**src/rtl/interrupt_ctrl.sv**
```systemverilog
// Interrupt controller: IF/IE registers, fixed-priority vector selection and a
// three-state IME machine with delayed EI arming.
module interrupt_ctrl (
  input  logic        clock,
  input  logic        reset,
  input  logic [4:0]  irq_in,
  input  logic [15:0] bus_addr,
  input  logic [7:0]  bus_wdata,
  input  logic        bus_we,
  output logic [7:0]  bus_rdata,
  output logic        bus_hit,
  input  logic        ei,
  input  logic        di,
  input  logic        reti,
  input  logic        instr_done,
  input  logic        int_ack,
  output logic        int_req,
  output logic        wake,
  output logic [2:0]  int_pc_out
);

  typedef enum logic [1:0] {IME_OFF, IME_ARMED, IME_ON} ime_t;

  ime_t       state_q;
  ime_t       state_d;
  logic [4:0] if_q;
  logic [4:0] if_d;
  logic [7:0] ie_q;
  logic [2:0] int_pc_q;
  logic [4:0] pending;
  logic [4:0] ack_mask;
  logic       ack_valid;
  logic       sel_if;
  logic       sel_ie;

  // Lowest bit index wins: vblank has the highest priority.
  function automatic logic [2:0] prio_idx(input logic [4:0] p);
    logic [2:0] idx;
    casez (p)
      5'b????1: idx = 3'd0;
      5'b???10: idx = 3'd1;
      5'b??100: idx = 3'd2;
      5'b?1000: idx = 3'd3;
      5'b10000: idx = 3'd4;
      default:  idx = 3'd0;
    endcase
    return idx;
  endfunction

  function automatic logic [4:0] idx_mask(input logic [2:0] idx);
    return 5'b00001 << idx;
  endfunction

  assign sel_if    = (bus_addr == 16'hFF0F);
  assign sel_ie    = (bus_addr == 16'hFFFF);
  assign bus_hit   = sel_if | sel_ie;
  assign bus_rdata = sel_if ? {3'b111, if_q} : (sel_ie ? ie_q : 8'hFF);

  assign pending    = ie_q[4:0] & if_q;
  assign wake       = |pending;
  assign ack_valid  = int_ack & int_req;
  assign ack_mask   = ack_valid ? idx_mask(prio_idx(pending)) : 5'b00000;
  assign int_pc_out = int_pc_q;

  // Write first, then ack clear, then new requests, so a coincident pulse survives.
  always_comb begin
    if_d = (bus_we & sel_if) ? bus_wdata[4:0] : if_q;
    if_d = if_d & ~ack_mask;
    if_d = if_d | irq_in;
  end

  always_ff @(posedge clock) begin
    if (reset) begin
      if_q     <= 5'b00000;
      ie_q     <= 8'h00;
      int_pc_q <= 3'd0;
    end else begin
      if_q <= if_d;
      if (bus_we & sel_ie)
        ie_q <= bus_wdata;
      if (ack_valid)
        int_pc_q <= prio_idx(pending);
    end
  end

  always_ff @(posedge clock) begin
    if (reset)
      state_q <= IME_OFF;
    else
      state_q <= state_d;
  end

  // ARMED is only entered at the ei edge, so any instr_done seen while ARMED is
  // from a later instruction; a repeated ei holds the arming back.
  always_comb begin
    state_d = state_q;
    if (int_ack)
      state_d = IME_OFF;
    else if (di)
      state_d = IME_OFF;
    else if (reti)
      state_d = IME_ON;
    else if (ei && state_q == IME_OFF)
      state_d = IME_ARMED;
    else if (!ei && instr_done && state_q == IME_ARMED)
      state_d = IME_ON;
  end

  always_comb begin
    int_req = 1'b0;
    if (state_q == IME_ON)
      int_req = |pending;
  end

endmodule

```
**config.mk**
```make
export PLATFORM = sky130hd
export DESIGN_NAME = interrupt_ctrl
export DESIGN_NICKNAME = d
export VERILOG_FILES = /design/src/rtl/interrupt_ctrl.sv
export SDC_FILE = /design/constraint.sdc
export NUM_CORES = 1
export LEC_CHECK = 0
export CORE_MARGIN = 3
export CORE_UTILIZATION = 41
export CTS_BUF_LIST = sky130_fd_sc_hd__clkbuf_8
export CTS_CLUSTER_DIAMETER = 50
export DETAILED_ROUTE_END_ITERATION = 6
export GPL_ROUTABILITY_DRIVEN = 0
export GPL_TIMING_DRIVEN = 0
export MAX_ROUTING_LAYER = met4
export PLACE_DENSITY = 0.81
export RECOVER_POWER = 50
export SETUP_SLACK_MARGIN = 0.05
export SLEW_MARGIN = 15
export SYNTH_ARGS = -nofsm -noshare
export SYNTH_HDL_FRONTEND = slang
export SYNTH_SLANG_ARGS = --single-unit
```
**constraint.sdc**
```tcl
create_clock -name clock -period 1.9 [get_ports clock]
set_clock_uncertainty 0.2 [all_clocks]
set_input_delay 0.285 -clock clock [delete_from_list [all_inputs] [get_ports clock]]
set_output_delay 0.285 -clock clock [all_outputs]
set_load 0.02 [all_outputs]
```
==> key figures, run 1 <==
Clock network
  – Clock slew at reported path FFs: 0.07 ns
  – Largest buffer count on any clock path: 2
  – CTS buffer count: 3
  – CTS HTree Levels: 1
  – Root buf cell: clkbuf_8
  – CTS tree: yes
  – CTS Sinks: 18
  – Clock Latency Late Sink: about 0.25 ns

Pwr
  – Peak supply drop: 0.4682 mV
  – NetSw: 0.2051 mW
  – Pwr/cell area: 493.4 nW/um^2
  – Switch share: 0.2397
  – Clk pwr share: 0.376
  – Logic pwr share: 0.152
  – Register share of total power: 0.472
  – Leak: 0.7167 nW
  – Cell-internal power: between 0.6 and 0.7 mW

Yosys
  – Synth area leader: dfxtp_1
  – Synth top cells by count: 18 x dfxtp_1, 15 x nand3_1, 12 x nand2_1
  – Synth area leaders: dfxtp_1 34%, nand3_1 7.2%, a21oi_1 4.8%, o21ai_0 4.8%, nand2_1 4.3%
  – FF+latch count, synth: 18
  – Total number of yosys warnings: 0
  – Synthesized instance count: around 130
  – Sequential fraction of the synthesis area: 0.3433
  – Cell with the most instances after synthesis: dfxtp_1
  – Synthesized area per cell: roughly 8.4 um^2
  – Synth top area share: 0.3433
  – Synth cell types: 32
  – Mapped Area: 1050 um^2
  – Primary FF master, synth: dfxtp_1
  – FFs w/ async S/R, synth: 0
  – Post-Syn Nets: 162
  – Post-synth EDFFs: 0

Global routing
  – Antenna violations before repair: 0
  – First-pass GRT wire length: 6051 um
  – Total gr overflow: 0
  – Largest net degree at the start of global routing: 11
  – GRT Util Overall: 0.2455
  – Vias in the first global route: 1294

Job
  – Max-Cap Viols: 0

Route
  – Via Count: 1397
  – DRC viols: 0
  – WL final: 4109 um
  – Wire per inst: 18.51 um
  – Routed Antenna Nets: 0
  – Detailed-route vias per instance: 6.293
  – DR iter-0 viols: 119
  – First-pass iteration count of the detailed router: 5

Timing
  – Final hold violations: 0
  – Final period utilization: 0.9701
  – RSZ-0062 raised after global routing: true
  – Tightest Pin Transition: roughly 0.50 ns
  – Fin crit period: 1.843 ns
  – Max-slew violation count: 0
  – Final worst slack: 0.05681 ns
  – Hold slack: between 0.2 and 0.3 ns
  – Max_slew headroom: 0.6699
  – Final setup viols: 0
  – Max Clock Freq: about 540 MHz

Die
  – Total core area: 2318 um^2
  – Number of I/O pins: 51
  – Die footprint: 3204 um^2
  – Die width: 56.60 um
  – Core Rows: 17
  – Initial Util: 0.4528
  – Die height: 56.60 um

Final layout
  – Flip-flop and latch area: about 370 um^2
  – Share of cells above drive strength 1: 0.3505
  – Fillers: between 150 and 200
  – Ant. Diodes: 0
  – Final Net Count: around 230
  – Multi-input gate area: 659.4 um^2
  – Final core occ: 0.7480
  – Layout area overhead: 65.20%

Worst setup path
  – CP startpoint kind: input port
  – Critical Path End Type: primary output
  – Crit path DAT: 1.36 ns
  – Critical-path cell list: buf_6 -> nor4_2 -> nand4_1 -> buf_6 -> o22a_1 -> buf_6
  – Worst path most repeated cell: buf_6
  – Slowest CP cell: nor4_2
  – Max Fanout on Critical Path: 5
  – Crit path kind: input port to primary output
  – Critical Path Max Stage Delay: roughly 0.27 ns
  – CP required: ~1.4 ns

Min path
  – Tightest Hold Check Type: flop to flop

Run status
  – Status: finished, final reports clean

Placement
  – HPWL Detailed: 2509 um
  – Pre-CTS setup slack: -0.8967 ns
  – Port Buffers: 50
[path summary, 6_finish.rpt]
path	from	to	slack, ns	cells after the start
worst max-delay path	bus_addr[5]	bus_rdata[2]	0.06	6
worst min-delay path	ie_q[6]	ie_q[6]	0.29	2
worst max register to register	if_q[2]	if_q[4]	0.34	6
worst min register to register	ie_q[6]	ie_q[6]	0.29	2
[metal layers]
layer  routed length (um)  part of all wire  global-route usage  up-vias
met3                  388             0.094             0.06437       18
met5                    0                 0                   -        -
li1                     -                 -                   -      633
met4                  150             0.037             0.09831        0
met2                 1993              0.49              0.3894       86
met1                 1576              0.38              0.2945      660
[placed cells by master, fill, tap and decap left out, drive strengths merged]
| cell | count |
|---|---|
| o21a | 1 |
| dfxtp | 18 |
| a21bo | 1 |
| clkdlybuf4s50 | 19 |
| inv | 4 |
| a211oi | 1 |
| and2 | 3 |
| nand4 | 8 |
| o2111ai | 5 |
| or4 | 1 |
| nand3 | 15 |
| o21ai | 10 |
| dlygate4sd3 | 4 |
| or2 | 3 |
| clkdlybuf4s15 | 2 |
| nor4 | 3 |
| nor2 | 1 |
| and4 | 5 |
| a21boi | 1 |
| buf | 33 |
| clkbuf | 18 |
| nand2 | 12 |
| a22oi | 2 |
| and3b | 2 |
| a21oi | 10 |
| o22a | 5 |
| o311ai | 5 |
| a311oi | 1 |
| a22o | 1 |
[repair_timing]
item	4_1_cts	5_1_grt
cloned	1	0
resized for setup	107	24
hold buffers	0	0
buffers inserted	10	4
pin swaps	11	13
setup endpoints to repair	11	11
[logic make-up after synthesis]
family,synth area share
AND/OR/NAND/NOR,0.3099
flip-flops,0.3433
AO/OA/AOI/OAI,0.2873
buffers and inverters,0.05959
[stage by stage]
| step | power, mW | setup TNS (ns) | instance area [um^2] | instances |
|---|---|---|---|---|
| 6_report | 0.8557 | 0 | 1734 | 222 |
| 5_1_grt | 0.8800 | -0.2886 | 1734 | 222 |
| 4_1_cts | 0.8431 | 0 | 1720 | 218 |
| 3_5_place_dp | 0.5357 | -9.450 | 1585 | 203 |
| 3_3_place_gp | 0.5316 | -8.909 | 1585 | 203 |
| 2_1_floorplan | 0.4441 | 0 | 1050 | 125 |
[flip-flops by register name, indices dropped and copies added (netlist names)]
register / cells
ie_q: 8
if_q: 5
int_pc_out: 3
state_q: 2
[power by group through the flow]
stage	sequential, mW	clock, mW	combinational (mW)
floorplan	0.406	0	0.0379
global placement	0.409	0	0.123
detailed placement	0.410	0	0.126
CTS	0.402	0.317	0.124
global route	0.404	0.337	0.138
finish	0.404	0.322	0.130
[critical path, delay by kind of cell]
family | cells | cell delay, ns
AND/OR/NAND/NOR | 2 | 0.45
buffers and inverters | 3 | 0.42
AO/OA/AOI/OAI | 1 | 0.20
[layout make-up]
cell class	count	share of cell area
Buffer	7	0.02886
Sequential cell	18	0.2121
Inverter	4	0.008658
Multi-Input combinational cell	96	0.3802
Clock buffer	4	0.03175
Timing Repair Buffer	65	0.3182
Tap cell	28	0.02020
Note: power is estimated with default switching activity, not from simulation.
==> inputs of run 2 (changes only) <==
Settings changed: REMOVE_ABC_BUFFERS from default to 1.
==> key figures, run 2 (synthesis results as in run 1) <==
Run status
  – Status: finished, final reports clean

Worst setup path
  – CP startpoint kind: input port
  – Max Fanout on Critical Path: 16 (+11)
  – Crit path DAT: 1.75 ns (+0.39 ns)
  – Crit path kind: input port to flop
  – CP required: 1.84 ns (+0.43 ns)
  – Critical Path End Type: flop

Timing
  – Final hold violations: 0 (unchanged)
  – Fin crit period: 1.816 ns (-0.02723 ns)
  – Tightest Pin Transition: 0.5732 ns (+0.07811 ns)
  – Final setup viols: 0 (unchanged)
  – Max-slew violation count: 0 (unchanged)
  – RSZ-0062 raised after global routing: false
  – Max_slew headroom: 0.6167 (-0.05327)
  – Max Clock Freq: 550.7 MHz (+1.5%)
  – Final period utilization: 0.9558 (-0.01433)

Final layout
  – Final Net Count: 224 (-3.4%)
  – Fillers: 171 (+0.59%)
  – Reg with most FFs: ie_q
  – Layout Cells excl Fill: 214 (-3.6%)
  – Final core occ: 0.7275 (-0.02051)
  – Most frequent cells in the layout: 20 x clkdlybuf4s50_1, 14 x nand3_1, 14 x dfxtp_1
  – Ant. Diodes: 0 (unchanged)
  – Commonest non-fill, non-tap cell in the layout: clkdlybuf4s50_1
  – Max FFs per register: 8 (unchanged)
  – Share of cells above drive strength 1: 0.3172 (-0.03331)
  – Layout area overhead: 60.67%

Route
  – Via Count: 1330 (-4.8%)
  – WL final: 3596 um (-12%)
  – First-pass iteration count of the detailed router: 4 (-1)
  – Wire per inst: 16.80 um (-9.2%)
  – DR iter-0 viols: 48 (-60%)
  – Routed Antenna Nets: 0 (unchanged)
  – DRC viols: 0 (unchanged)
  – Detailed-route vias per instance: 6.215 (-1.2%)

Placement
  – Port Buffers: 50 (unchanged)
  – Placed cells: 196 (-3.4%)
  – HPWL Detailed: 2444 um (-2.6%)

Die
  – Number of I/O pins: 51 (unchanged)
  – Die footprint: 3204 um^2 (unchanged)
  – Die height: 56.60 um (unchanged)
  – Initial Util: 0.4528 (unchanged)
  – Core Rows: 17 (unchanged)
  – Die width: 56.60 um (unchanged)
  – Total core area: 2318 um^2 (unchanged)

Min path
  – Tightest Hold Check Type: input port to flop

Clock network
  – CTS buffer count: 3 (unchanged)
  – CTS HTree Levels: 1 (unchanged)
  – CTS Sinks: 18 (unchanged)
  – Largest buffer count on any clock path: 2 (unchanged)
  – CTS tree: yes
  – Clock slew at reported path FFs: 0.08 ns (about the same)
  – Clock Latency Late Sink: 0.26 ns (about the same)
  – Root buf cell: clkbuf_8

Global routing
  – First-pass GRT wire length: 5713 um (-5.6%)
  – Antenna violations before repair: 0 (unchanged)
  – Total gr overflow: 0 (unchanged)
  – GRT Util Overall: 0.2287 (-0.01678)
  – Vias in the first global route: 1275 (-1.5%)
  – Largest net degree at the start of global routing: 17 (+6)

Job
  – Max-Cap Viols: 0 (unchanged)

Pwr
  – Leak: 0.6826 nW (-4.8%)
  – Pwr/cell area: 509.5 nW/um^2 (+3.2%)
  – Peak supply drop: 0.5871 mV (+25%)
[run 2: cell type report]
cell class                 instances  area, um^2  share of cell area
timing repair buffer              62       526.8              0.3123
tap                               28       35.03             0.02077
sequential                        18       365.4              0.2166
inverter                           4       18.77             0.01113
multi-input combinational         98       685.7              0.4065
clock buffer                       4       55.05             0.03264
[run 2: routing by layer]
layer | GRT usage | routed length (um) | vias to the layer above
li1 | - | - | 624
met1 | 0.2531 | 1461 | 642
met2 | 0.4109 | 1852 | 56
met3 | 0.04828 | 221 | 8
met4 | 0.06102 | 61 | 0
met5 | - | 0 | -
[run 2: timing repair]
action,CTS,global route
pin swaps,12,9
gates cloned,2,0
buffers inserted,9,3
endpoints found under the setup margin,11,15
hold buffers,0,0
resized for setup,85,34
[run 2: worst max-delay path: stages]
cell	delay, ns
clkdlybuf4s50_1	0.83
clkinvlp_4	0.18
buf_4	0.21
o2111ai_1	0.11
o311ai_1	0.12
[run 2: final timing paths]
| kind | endpoint | start | slack, ns | depth (start not counted) |
|---|---|---|---|---|
| setup / recovery | if_q[0] | reset | 0.08 | 5 |
| hold / removal | if_q[0] | bus_addr[7] | 0.22 | 3 |
| setup reg to reg | if_q[2] | if_q[0] | 0.30 | 6 |
| hold reg to reg | ie_q[7] | ie_q[7] | 0.27 | 2 |
[run 2: stage by stage]
stage,hold WS (ns),TNS [ns],worst slack [ns],cell area (um^2),power (mW)
6_report,0.2210,0,0.08404,1687,0.8593
5_1_grt,0.2414,0,0.02099,1687,0.8869
4_1_cts,0.2545,0,0.05071,1662,0.8525
3_5_place_dp,0.2684,-9.937,-0.8916,1538,0.5332
3_3_place_gp,0.2540,-9.324,-0.8710,1538,0.5286
2_1_floorplan,0.1541,0,0.1653,1002,0.4387
[run 2: power breakdown]
group / internal, mW / switching, mW / leakage [nW]
Sequential: 0.389 / 0.0164 / 0.148
Combinational: 0.0771 / 0.0508 / 0.506
Clock: 0.185 / 0.142 / 0.0288
==> inputs of run 3 (changes only) <==
Settings changed: ABC_AREA from default to 1, CORE_UTILIZATION 41 to 43, PLACE_DENSITY 0.81 to 0.82.
==> key figures, run 3 <==
Clock network
  – Largest buffer count on any clock path: 2 (unchanged)
  – Clock Latency Late Sink: 0.26 ns (about the same)
  – CTS tree: yes
  – Post-CTS Hold Fix Bufs: 0 (unchanged)
  – Clock slew at reported path FFs: 0.07 ns (about the same)
  – Root buf cell: clkbuf_8
  – CTS Sinks: 18 (unchanged)
  – CTS buffer count: 3 (unchanged)
  – CTS HTree Levels: 1 (unchanged)

Pwr
  – Clk pwr share: 0.387 (+0.007)
  – Leak: 0.8726 nW (+28%)
  – Switch share: 0.2385 (-0.004552)
  – Logic pwr share: 0.146 (-0.003)
  – Total power: 0.8439 mW (-1.8%)
  – Cell-internal power: 0.6426 mW (-1.2%)
  – Pwr/cell area: 500.0 nW/um^2 (-1.9%)
  – Register share of total power: 0.466 (-0.006)
  – NetSw: 0.2013 mW (-3.6%)
  – Peak supply drop: 0.5233 mV (-11%)

Final layout
  – Layout area overhead: 48.73%
  – Final Instance Area: 1688 um^2 (about the same)
  – Share of cells above drive strength 1: 0.3067 (-0.01054)
  – Commonest non-fill, non-tap cell in the layout: nand2_1
  – Most frequent cells in the layout: 28 x nand2_1, 20 x inv_1, 18 x clkdlybuf4s50_1
  – Ant. Diodes: 0 (unchanged)
  – Max FFs per register: 8 (unchanged)
  – Layout Cells excl Fill: 253 (+18%)
  – Final Net Count: 263 (+17%)
  – Final core occ: 0.7149 (-0.01258)
  – Reg with most FFs: ie_q

Route
  – WL final: 3695 um (+2.8%)
  – DRC viols: 0 (unchanged)
  – Wire per inst: 14.60 um (-13%)
  – DR iter-0 viols: 42 (-13%)
  – First-pass iteration count of the detailed router: 4 (unchanged)
  – Via Count: 1357 (+2.0%)
  – Routed Antenna Nets: 0 (unchanged)
  – Detailed-route vias per instance: 5.364 (-14%)

Global routing
  – Largest net degree at the start of global routing: 12 (-5)
  – First-pass GRT wire length: 6072 um (+6.3%)
  – Total gr overflow: 0 (unchanged)
  – Vias in the first global route: 1348 (+5.7%)
  – Antenna violations before repair: 0 (unchanged)
  – GRT Util Overall: 0.2473 (+0.01856)

Yosys
  – Cell with the most instances after synthesis: nand2_1
  – Synthesized area per cell: 6.878 um^2 (-18%)
  – FF+latch count, synth: 18 (unchanged)
  – Sequential fraction of the synthesis area: 0.3175 (-0.02574)
  – FFs w/ async S/R, synth: 0 (unchanged)
  – Simple-gate share of the synthesized area: 0.4201 (+0.1102)
  – Synth top area share: 0.3175 (-0.02574)
  – Multiplexer area fraction after synthesis: 0 (unchanged)
  – Mapped Area: 1135 um^2 (+8.1%)
  – Post-synth EDFFs: 0 (unchanged)
  – Main combinational cell family by area after synthesis: simple AND/OR/NAND/NOR gates
  – Xor/xnor share of the synthesized area: 0 (unchanged)
  – Synth Area in Compound Gates: 0.1488 (-0.1384)
  – Primary FF master, synth: dfxtp_1
  – Synth area leaders: dfxtp_1 32%, nand2_1 11%, inv_1 6.9%, o21ai_0 6.2%, a21oi_1 5.7%
  – Synth cell types: 23 (-28%)
  – Post-synthesis adder-cell area fraction: 0 (unchanged)
  – Synthesized instance count: 165 (+32%)
  – Total number of yosys warnings: 0 (unchanged)
  – Synth top cells by count: 32 x nand2_1, 21 x inv_1, 18 x dfxtp_1
  – Synth area leader: dfxtp_1

Min path
  – Hold path cells: 2 (-1)
  – Tightest Hold Check Type: flop to flop

Worst setup path
  – Critical Path Max Stage Delay: 0.22 ns (-0.61 ns)
  – Slowest CP cell: nor2_4
  – End of the critical path: bus_rdata[6]
  – Family with the most delay on the worst path: simple AND/OR/NAND/NOR gates
  – Critical Path End Type: primary output
  – Worst Path Buf+Inv: 3 (unchanged)
  – CP required: 1.41 ns (-0.43 ns)
  – R2R cell count: 8 (+2)
  – Worst path most repeated cell: buf_6
  – Cell depth of the worst setup path: 7 (+2)
  – Worst setup path start: bus_addr[10]
  – Max Fanout on Critical Path: 6 (-10)
  – R2r endpoint: int_pc_out[0]
  – Crit path kind: input port to primary output
  – Reg-to-reg startpoint: ie_q[2]
  – CP startpoint kind: input port
  – Critical-path cell list: buf_6 -> nand4_1 -> nor2_4 -> nand2_4 -> buf_6 -> or2_4 -> buf_6
  – Crit path DAT: 1.31 ns (-0.44 ns)
  – Reg2reg setup slack: 0.24 ns (-0.06 ns)

Timing
  – Final setup viols: 0 (unchanged)
  – Hold slack: 0.2762 ns (+0.05514 ns)
  – Setup TNS: 0 ns (unchanged)
  – RSZ-0062 raised after global routing: false
  – Max-slew violation count: 0 (unchanged)
  – Fin crit period: 1.799 ns (-0.01704 ns)
  – Max Clock Freq: 555.9 MHz (+0.95%)
  – Final period utilization: 0.9468 (-0.008969)
  – Final hold violations: 0 (unchanged)
  – Max_slew headroom: 0.7427 (+0.1260)
  – Tightest Pin Transition: 0.3847 ns (-0.1885 ns)
  – Final worst slack: 0.1011 ns (+0.01704 ns)

Run status
  – Status: finished, final reports clean

Placement
  – Placed Area: 1639 um^2 (+6.6%)
  – Pre-CTS setup slack: -0.9421 ns (-0.05053 ns)
  – Placed cells: 239 (+22%)
  – HPWL Detailed: 2545 um (+4.1%)
  – Port Buffers: 50 (unchanged)

Job
  – Max-Cap Viols: 0 (unchanged)

Die
  – Die width: 57.37 um (+1.4%)
  – Number of I/O pins: 51 (unchanged)
  – Die footprint: 3291 um^2 (+2.7%)
  – Initial Util: 0.4807 (+0.02788)
  – Total core area: 2361 um^2 (+1.8%)
  – Die height: 57.37 um (+1.4%)
  – Core Rows: 17 (unchanged)
run 3: cell count changes in the layout (fill, tap and decap cells not counted), sizes merged, moves of 8 or more:
cell and delta:
inv +23, o21ai +8, nand2 +28, nand3 -8, nor2 +17
run 3: layer usage:
layer | track usage | vias to the layer above | share of wire
met4 | 0.09272 | 0 | 0.019
met1 | 0.2666 | 634 | 0.40
met5 | - | - | 0
met2 | 0.4403 | 55 | 0.52
met3 | 0.04977 | 8 | 0.060
li1 | - | 660 | -
run 3: repair_timing:
item,CTS,global route
resized for setup,96,28
setup endpoints to repair,19,14
pin swaps,14,13
buffers inserted,10,0
run 3: power by group through the flow:
stage          Combinational [mW]  Sequential, mW  Clock, mW
6_report                    0.123           0.394      0.327
3_3_place_gp                0.125           0.401          0
5_1_grt                     0.135           0.394      0.347
3_5_place_dp                0.128           0.401          0
2_1_floorplan              0.0392           0.399          0
4_1_cts                     0.118           0.393      0.319
run 3: worst min path at each step:
stage,startpoint,slack [ns],end
CTS,int_pc_out[1],0.28,int_pc_out[1]
finish,int_pc_out[1],0.28,int_pc_out[1]
global placement,int_pc_out[0],0.25,int_pc_out[0]
floorplan,reset,0.15,if_q[0]
global route,int_pc_out[1],0.29,int_pc_out[1]
detailed placement,int_pc_out[1],0.27,int_pc_out[1]
run 3: layout make-up:
| cell class | count | area, um^2 |
|---|---|---|
| fill | 195 | 673.1 |
| multi-input combinational | 117 | 639.4 |
| timing repair buffer | 60 | 499.2 |
| sequential | 18 | 361.6 |
| inverter | 26 | 97.59 |
| clock buffer | 4 | 55.05 |
| tap | 28 | 35.03 |
run 3: kinds of logic (layout without fill, tap and decap cells):
logic type / after synthesis / count (layout)
AOI/OAI and AO/OA: 33 / 33
buffers and inverters: 30 / 90
and+or+nand+nor: 84 / 84
DFF: 18 / 18
run 3: worst min-delay path: stages (launching register included):
cell and delay [ns]:
dfxtp_1 0.31, nand2_1 0.07, a21oi_1 0.05
